[config.mk]
export PLATFORM = sky130hd
export DESIGN_NAME = hack_boot_loader_flat
export DESIGN_NICKNAME = d
export VERILOG_FILES = /design/src/rtl/hack_boot_loader_if.sv /design/src/rtl/hack_boot_loader.sv /design/src/flat_wrapper.sv
export SDC_FILE = /design/constraint.sdc
export NUM_CORES = 1
export LEC_CHECK = 0
export ABC_AREA = 1
export CORE_MARGIN = 2
export CORE_UTILIZATION = 50
export DETAILED_ROUTE_END_ITERATION = 10
export GPL_TIMING_DRIVEN = 0
export PLACE_DENSITY_LB_ADDON = 0.25
export SETUP_SLACK_MARGIN = 0.15
export SLEW_MARGIN = 20
export SYNTH_ARGS = -nofsm -noshare
export SYNTH_HDL_FRONTEND = slang
export SYNTH_SLANG_ARGS = --single-unit
[constraint.sdc]
create_clock -name clk -period 6.6 [get_ports clk]
set_clock_uncertainty 0.2 [all_clocks]
set_input_delay 0.99 -clock clk [delete_from_list [all_inputs] [get_ports clk]]
set_output_delay 0.99 -clock clk [all_outputs]
set_load 0.02 [all_outputs]
[src/rtl/hack_boot_loader_if.sv]
// Byte-stream input and instruction-memory write port of the Hack boot loader.
// The bench drives the master side, and the loader uses the slave side.
interface hack_boot_loader_if #(
   parameter int ADDR_W = 15
);
   logic              start;
   logic [7:0]        rx_data;
   logic              rx_valid;
   logic [15:0]       im_d;
   logic [ADDR_W-1:0] im_address;
   logic              im_we;
   logic              cpu_reset;
   logic              busy;
   logic              done;
   logic              error;

   modport master (
      output start, rx_data, rx_valid,
      input  im_d, im_address, im_we, cpu_reset, busy, done, error
   );

   modport slave (
      input  start, rx_data, rx_valid,
      output im_d, im_address, im_we, cpu_reset, busy, done, error
   );
endinterface

[src/rtl/hack_boot_loader.sv]
// Boot sequencer: receives a length-prefixed, checksummed byte frame, writes it
// into instruction memory, and holds the CPU in reset until the frame is verified.
module hack_boot_loader #(
   parameter int ADDR_W  = 15,
   parameter int TIMEOUT = 0
) (
   input  logic              clk,
   input  logic              reset,
   hack_boot_loader_if.slave bus
);
   typedef enum logic [3:0] {
      IDLE, LEN_HI, LEN_LO, DATA_HI, DATA_LO, CHK_HI, CHK_LO, RUN, ERROR
   } state_t;

   localparam int            TMO_W     = (TIMEOUT > 1) ? $clog2(TIMEOUT) : 1;
   localparam logic [31:0]   MAX_WORDS = 32'd1 << ADDR_W;
   localparam logic [ADDR_W:0] IDX_ONE = (ADDR_W+1)'(1);

   state_t            state_reg, state_next;
   logic [15:0]       count_reg, count_next;
   logic [7:0]        hi_reg, hi_next;
   logic [7:0]        chk_hi_reg, chk_hi_next;
   logic [ADDR_W:0]   idx_reg, idx_next;
   logic [15:0]       sum_reg, sum_next;
   logic [TMO_W-1:0]  tmo_reg, tmo_next;
   logic [15:0]       im_d_reg, im_d_next;
   logic [ADDR_W-1:0] im_addr_reg, im_addr_next;
   logic              im_we_reg, im_we_next;

   logic [15:0] len_word;
   logic [15:0] data_word;
   logic        in_load;

   always_comb begin
      state_next   = state_reg;
      count_next   = count_reg;
      hi_next      = hi_reg;
      chk_hi_next  = chk_hi_reg;
      idx_next     = idx_reg;
      sum_next     = sum_reg;
      tmo_next     = tmo_reg;
      im_d_next    = im_d_reg;
      im_addr_next = im_addr_reg;
      im_we_next   = 1'b0;
      len_word     = {count_reg[15:8], bus.rx_data};
      data_word    = {hi_reg, bus.rx_data};
      in_load      = (state_reg inside {LEN_LO, DATA_HI, DATA_LO, CHK_HI, CHK_LO});

      // A start pulse restarts from any state and swallows a coincident byte.
      if (bus.start) begin
         state_next = LEN_HI;
         idx_next   = '0;
         sum_next   = '0;
         tmo_next   = '0;
      end else if (bus.rx_valid) begin
         tmo_next = '0;
         unique case (state_reg)
            LEN_HI: begin
               count_next = {bus.rx_data, count_reg[7:0]};
               state_next = LEN_LO;
            end
            LEN_LO: begin
               count_next = len_word;
               idx_next   = '0;
               sum_next   = '0;
               if (32'(len_word) > MAX_WORDS)
                  state_next = ERROR;
               else if (len_word == 16'd0)
                  state_next = CHK_HI;
               else
                  state_next = DATA_HI;
            end
            DATA_HI: begin
               hi_next    = bus.rx_data;
               state_next = DATA_LO;
            end
            DATA_LO: begin
               im_d_next    = data_word;
               im_addr_next = idx_reg[ADDR_W-1:0];
               im_we_next   = 1'b1;
               sum_next     = sum_reg + data_word;
               idx_next     = idx_reg + IDX_ONE;
               if (32'(idx_reg) == 32'(count_reg) - 32'd1)
                  state_next = CHK_HI;
               else
                  state_next = DATA_HI;
            end
            CHK_HI: begin
               chk_hi_next = bus.rx_data;
               state_next  = CHK_LO;
            end
            CHK_LO: begin
               state_next = ({chk_hi_reg, bus.rx_data} == sum_reg) ? RUN : ERROR;
            end
            default: ;
         endcase
      end else if (TIMEOUT != 0 && in_load) begin
         if (tmo_reg == TMO_W'(TIMEOUT - 1)) begin
            state_next = ERROR;
            tmo_next   = '0;
         end else begin
            tmo_next = tmo_reg + TMO_W'(1);
         end
      end
   end

   always_ff @(posedge clk or negedge reset) begin
      if (!reset) begin
         state_reg   <= IDLE;
         count_reg   <= '0;
         hi_reg      <= '0;
         chk_hi_reg  <= '0;
         idx_reg     <= '0;
         sum_reg     <= '0;
         tmo_reg     <= '0;
         im_d_reg    <= '0;
         im_addr_reg <= '0;
         im_we_reg   <= 1'b0;
      end else begin
         state_reg   <= state_next;
         count_reg   <= count_next;
         hi_reg      <= hi_next;
         chk_hi_reg  <= chk_hi_next;
         idx_reg     <= idx_next;
         sum_reg     <= sum_next;
         tmo_reg     <= tmo_next;
         im_d_reg    <= im_d_next;
         im_addr_reg <= im_addr_next;
         im_we_reg   <= im_we_next;
      end
   end

   // Status decodes straight from the state register so reset acts without a clock.
   assign bus.im_d       = im_d_reg;
   assign bus.im_address = im_addr_reg;
   assign bus.im_we      = im_we_reg;
   assign bus.cpu_reset  = (state_reg != RUN);
   assign bus.busy       = in_load || (state_reg == LEN_HI);
   assign bus.done       = (state_reg == RUN);
   assign bus.error      = (state_reg == ERROR);
endmodule

[src/flat_wrapper.sv]
// flat-port wrapper written by rule: the top's interface ports become plain ports
module hack_boot_loader_flat 
#(
   parameter int ADDR_W  = 15,
   parameter int TIMEOUT = 0
)
  (clk, reset, bus_start, bus_rx_data, bus_rx_valid, bus_im_d, bus_im_address, bus_im_we, bus_cpu_reset, bus_busy, bus_done, bus_error);
  hack_boot_loader_if #(.ADDR_W(ADDR_W)) bus_i ();
  input  logic clk;
  input  logic reset;
  input wire logic [$bits(bus_i.start)-1:0] bus_start;
  input wire logic [$bits(bus_i.rx_data)-1:0] bus_rx_data;
  input wire logic [$bits(bus_i.rx_valid)-1:0] bus_rx_valid;
  output wire logic [$bits(bus_i.im_d)-1:0] bus_im_d;
  output wire logic [$bits(bus_i.im_address)-1:0] bus_im_address;
  output wire logic [$bits(bus_i.im_we)-1:0] bus_im_we;
  output wire logic [$bits(bus_i.cpu_reset)-1:0] bus_cpu_reset;
  output wire logic [$bits(bus_i.busy)-1:0] bus_busy;
  output wire logic [$bits(bus_i.done)-1:0] bus_done;
  output wire logic [$bits(bus_i.error)-1:0] bus_error;
  assign bus_i.start = bus_start;
  assign bus_i.rx_data = bus_rx_data;
  assign bus_i.rx_valid = bus_rx_valid;
  assign bus_im_d = bus_i.im_d;
  assign bus_im_address = bus_i.im_address;
  assign bus_im_we = bus_i.im_we;
  assign bus_cpu_reset = bus_i.cpu_reset;
  assign bus_busy = bus_i.busy;
  assign bus_done = bus_i.done;
  assign bus_error = bus_i.error;
  hack_boot_loader #(.ADDR_W(ADDR_W), .TIMEOUT(TIMEOUT)) u_core (.clk(clk), .reset(reset), .bus(bus_i));
endmodule
==> impl_metrics.ini <==
[placement]
hpwl_mm = 11.2
gp_congestion = 0.960
placed_area_mm2 = 0.00630
portBuffers = 46

[timing]
hold_ws_ns = 0.278
hold_viol = 0
maxSlewHeadroom_pct = 54.8
worst_pin_slew_ns = 0.675
fmax_mhz = 290
tns_ns = 0
rsz0062_at_grt = false
min_period_ns = 3.45
setup_viol = 0
finalCritPeriodShare_pct = 52.3
slew_violations = 0

[clock_tree]
worstSkewPairLatency_ns = 0.35
cts_max_level = 3
holdBufCountCts = 0
ctsResizeCount = 0
cts_root_buf = clkbuf_16
post_cts.repair.setup_buffers = 0
clock_path_buffers = 2
clock-sinks = 100
clk_pin_slew_ns = 0.07
cts_buffers = 9
tritoncts = done

[pwr]
pwr-share-clk_pct = 28.6
combPwrFrac_pct = 30.7
ir_drop_uv = 159
intPower_mw = 1.25
power_density_mw_per_mm2 = 295
seqPwrFrac_pct = 40.6
power_switching_mw = 0.697
power.leakage_nw = 3.19
switching_share_pct = 35.7

[critical_path]
cp.required_ns = 6.63
r2r_end = u_core.sum_reg[10]
r2r_cells = 10
critical_path_arrival_ns = 3.48
worstSetupEndpointType = flop
r2r_slack_ns = 4.06
critPathKind = in2reg
crit_start = bus_rx_data[1]
crit-reg2reg-launch = u_core.sum_reg[0]
crit_path_start_kind = input pin
cp_max_fo = 5

[flow_run]
drv_cap = 0

[layout]
seq_area_mm2 = 0.00250
n_fill_cell = 985
multiInputGateArea_mm2 = 0.00272
drive_gt1_share_pct = 6.44
final_area_mm2 = 0.00661
synthToLayoutAreaGrowth_pct = 17.2
final_nets = 833
diodes = 0

[routing]
vias = 5177
first_iter_violations = 475
vias_per_cell = 5.47
drcViolationCount = 0
ant_nets = 0
drt-total-wl_mm = 14.8
first_pass_iters = 6
wire_per_inst_um = 15.6

[grt]
gr-total-overflow = 0
grt_pass1_wl_mm = 23.8
grt_pass1_vias = 4913
antenna_found_initial = 0
grt_start_max_net_pins = 69
grt_use_total_pct = 26.0

[yosys]
synth_seq_cells = 100
ys.flop_type = dfrtp_1
synthArstFlopShare_pct = 100
avgSynthCellArea_um2 = 7.57
synth-xor-area-share_pct = 2.73
synth_top_area_share_pct = 44.4
synth_cells = 745
ys_seq_area_share_pct = 44.4
yosysUniqueCellTypes = 40
synth_top_family_by_area = simple AND/OR/NAND/NOR gates
synth_area_leaders = dfrtp_1, nand2_1, o21ai_0, inv_1, nor2_1
synth_compound_area_share_pct = 14.2
yosysWarnings = 0
synth-edff-count = 0
muxShareOfSynthArea_pct = 0
synth-simple-area-share_pct = 27.2
synth_nets = 775
synth_adder_area_share_pct = 4.13
yosys.area.top_type = dfrtp_1
netlist_area_mm2 = 0.00564

[hold_path]
hold_depth = 2
hold_end = u_core.bus.im_d[14]
hp-start = u_core.bus.im_d[14]
hold_class = reg2reg

[die]
die_h_um = 110
coreArea_mm2 = 0.0109
start_util_pct = 51.6
io_pins = 48
dieArea_mm2 = 0.0121
num_rows = 38
die_w_um = 110

[outcome]
status = finished, final reports clean
## cell usage after synthesis, drive strengths merged (2+ instances only)
cell / count
a21boi: 2
xnor2: 7
a21oi: 33
o21bai: 4
nand2: 210
nor3b: 2
nand3b: 2
nor3: 14
buf: 8
dfrtp: 100
clkbuf: 9
nor2: 76
inv: 91
or2: 3
nand4: 5
ha: 17
nor4: 6
o41ai: 2
xor2: 8
nand3: 39
o21ai: 88
o31ai: 2
o22ai: 9
## layer usage
metal | wire, um | vias to the layer above | global-route usage, %
met5 | 0 | - | 0
met4 | 281 | 0 | 9.91
met3 | 1010 | 22 | 4.82
met2 | 7090 | 166 | 42.9
met1 | 6390 | 2454 | 34.1
li1 | - | 2535 | -
## area by class of cell
class                   instances  share of cell area (%)
clock inverters                 5                    1.17
flip-flops and latches        100                    37.9
plain buffers                  17                    1.12
clock buffers                  10                    3.46
repair buffers                 47                    7.40
well taps                     140                    2.65
multi-input cells             537                    41.2
inverters                      91                    5.17
## cells in the final DEF (no fill, tap or decap), drive strengths merged, types with 2 or more instances in the layout
master / count
buf: 10
nand3b: 2
clkdlybuf4s50: 45
o21ai: 88
inv: 91
o21bai: 4
o41ai: 2
nor3: 14
xnor2: 7
o31ai: 2
dfrtp: 100
xor2: 8
nor4: 6
nor3b: 2
o22ai: 9
clkbuf: 19
nand3: 39
a21oi: 33
ha: 17
clkinv: 2
bufinv: 2
nand4: 5
nand2: 210
a21boi: 2
nor2: 76
or2: 3
## power groups by stage
stage                     combinational [mW]  clock [mW]  sequential, mW
after detailed placement               0.594           0           0.802
after global placement                 0.572           0           0.798
after global routing                   0.686       0.592           0.807
after floorplan                        0.427           0           0.790
final                                  0.599       0.558           0.792
after CTS                              0.597       0.562           0.791
## how the worst max path moves through the flow
stage / end / slack (ns) / depth (start not counted)
detailed placement: u_core.sum_reg[10] / 2.83 / 10
floorplan: u_core.sum_reg[10] / 3.74 / 10
global placement: u_core.state_reg[0] / 0.63 / 1
CTS: u_core.sum_reg[10] / 3.19 / 10
finish: u_core.sum_reg[10] / 3.15 / 10
global route: u_core.sum_reg[10] / 3.07 / 10
## cells by family (layout without fill, tap and decap cells)
group,count (synthesis),after routing
simple gates,358,358
compound gates,145,145
buf+inv,108,170
xor+xnor,16,16
fa+ha+maj,18,18
flops,100,100
## worst max-delay path: stages
cell	delay (ns)
clkdlybuf4s50_1	0.57
inv_1	0.20
fa_1	0.52
o21ai_2	0.24
nand2_1	0.10
a21oi_1	0.26
a21boi_0	0.17
or2_2	0.30
nand3_1	0.06
o21ai_0	0.08
## metrics by stage
step	power (mW)	utilization, %	setup WS [ns]	instances
2_1_floorplan	1.22	-	3.74	745
3_3_place_gp	1.37	57.4	0.633	931
3_5_place_dp	1.40	57.6	2.83	932
4_1_cts	1.95	60.4	3.19	947
5_1_grt	2.09	60.4	3.07	947
6_report	1.95	60.4	3.15	947
No activity file was read; power rests on OpenSTA's default activity.
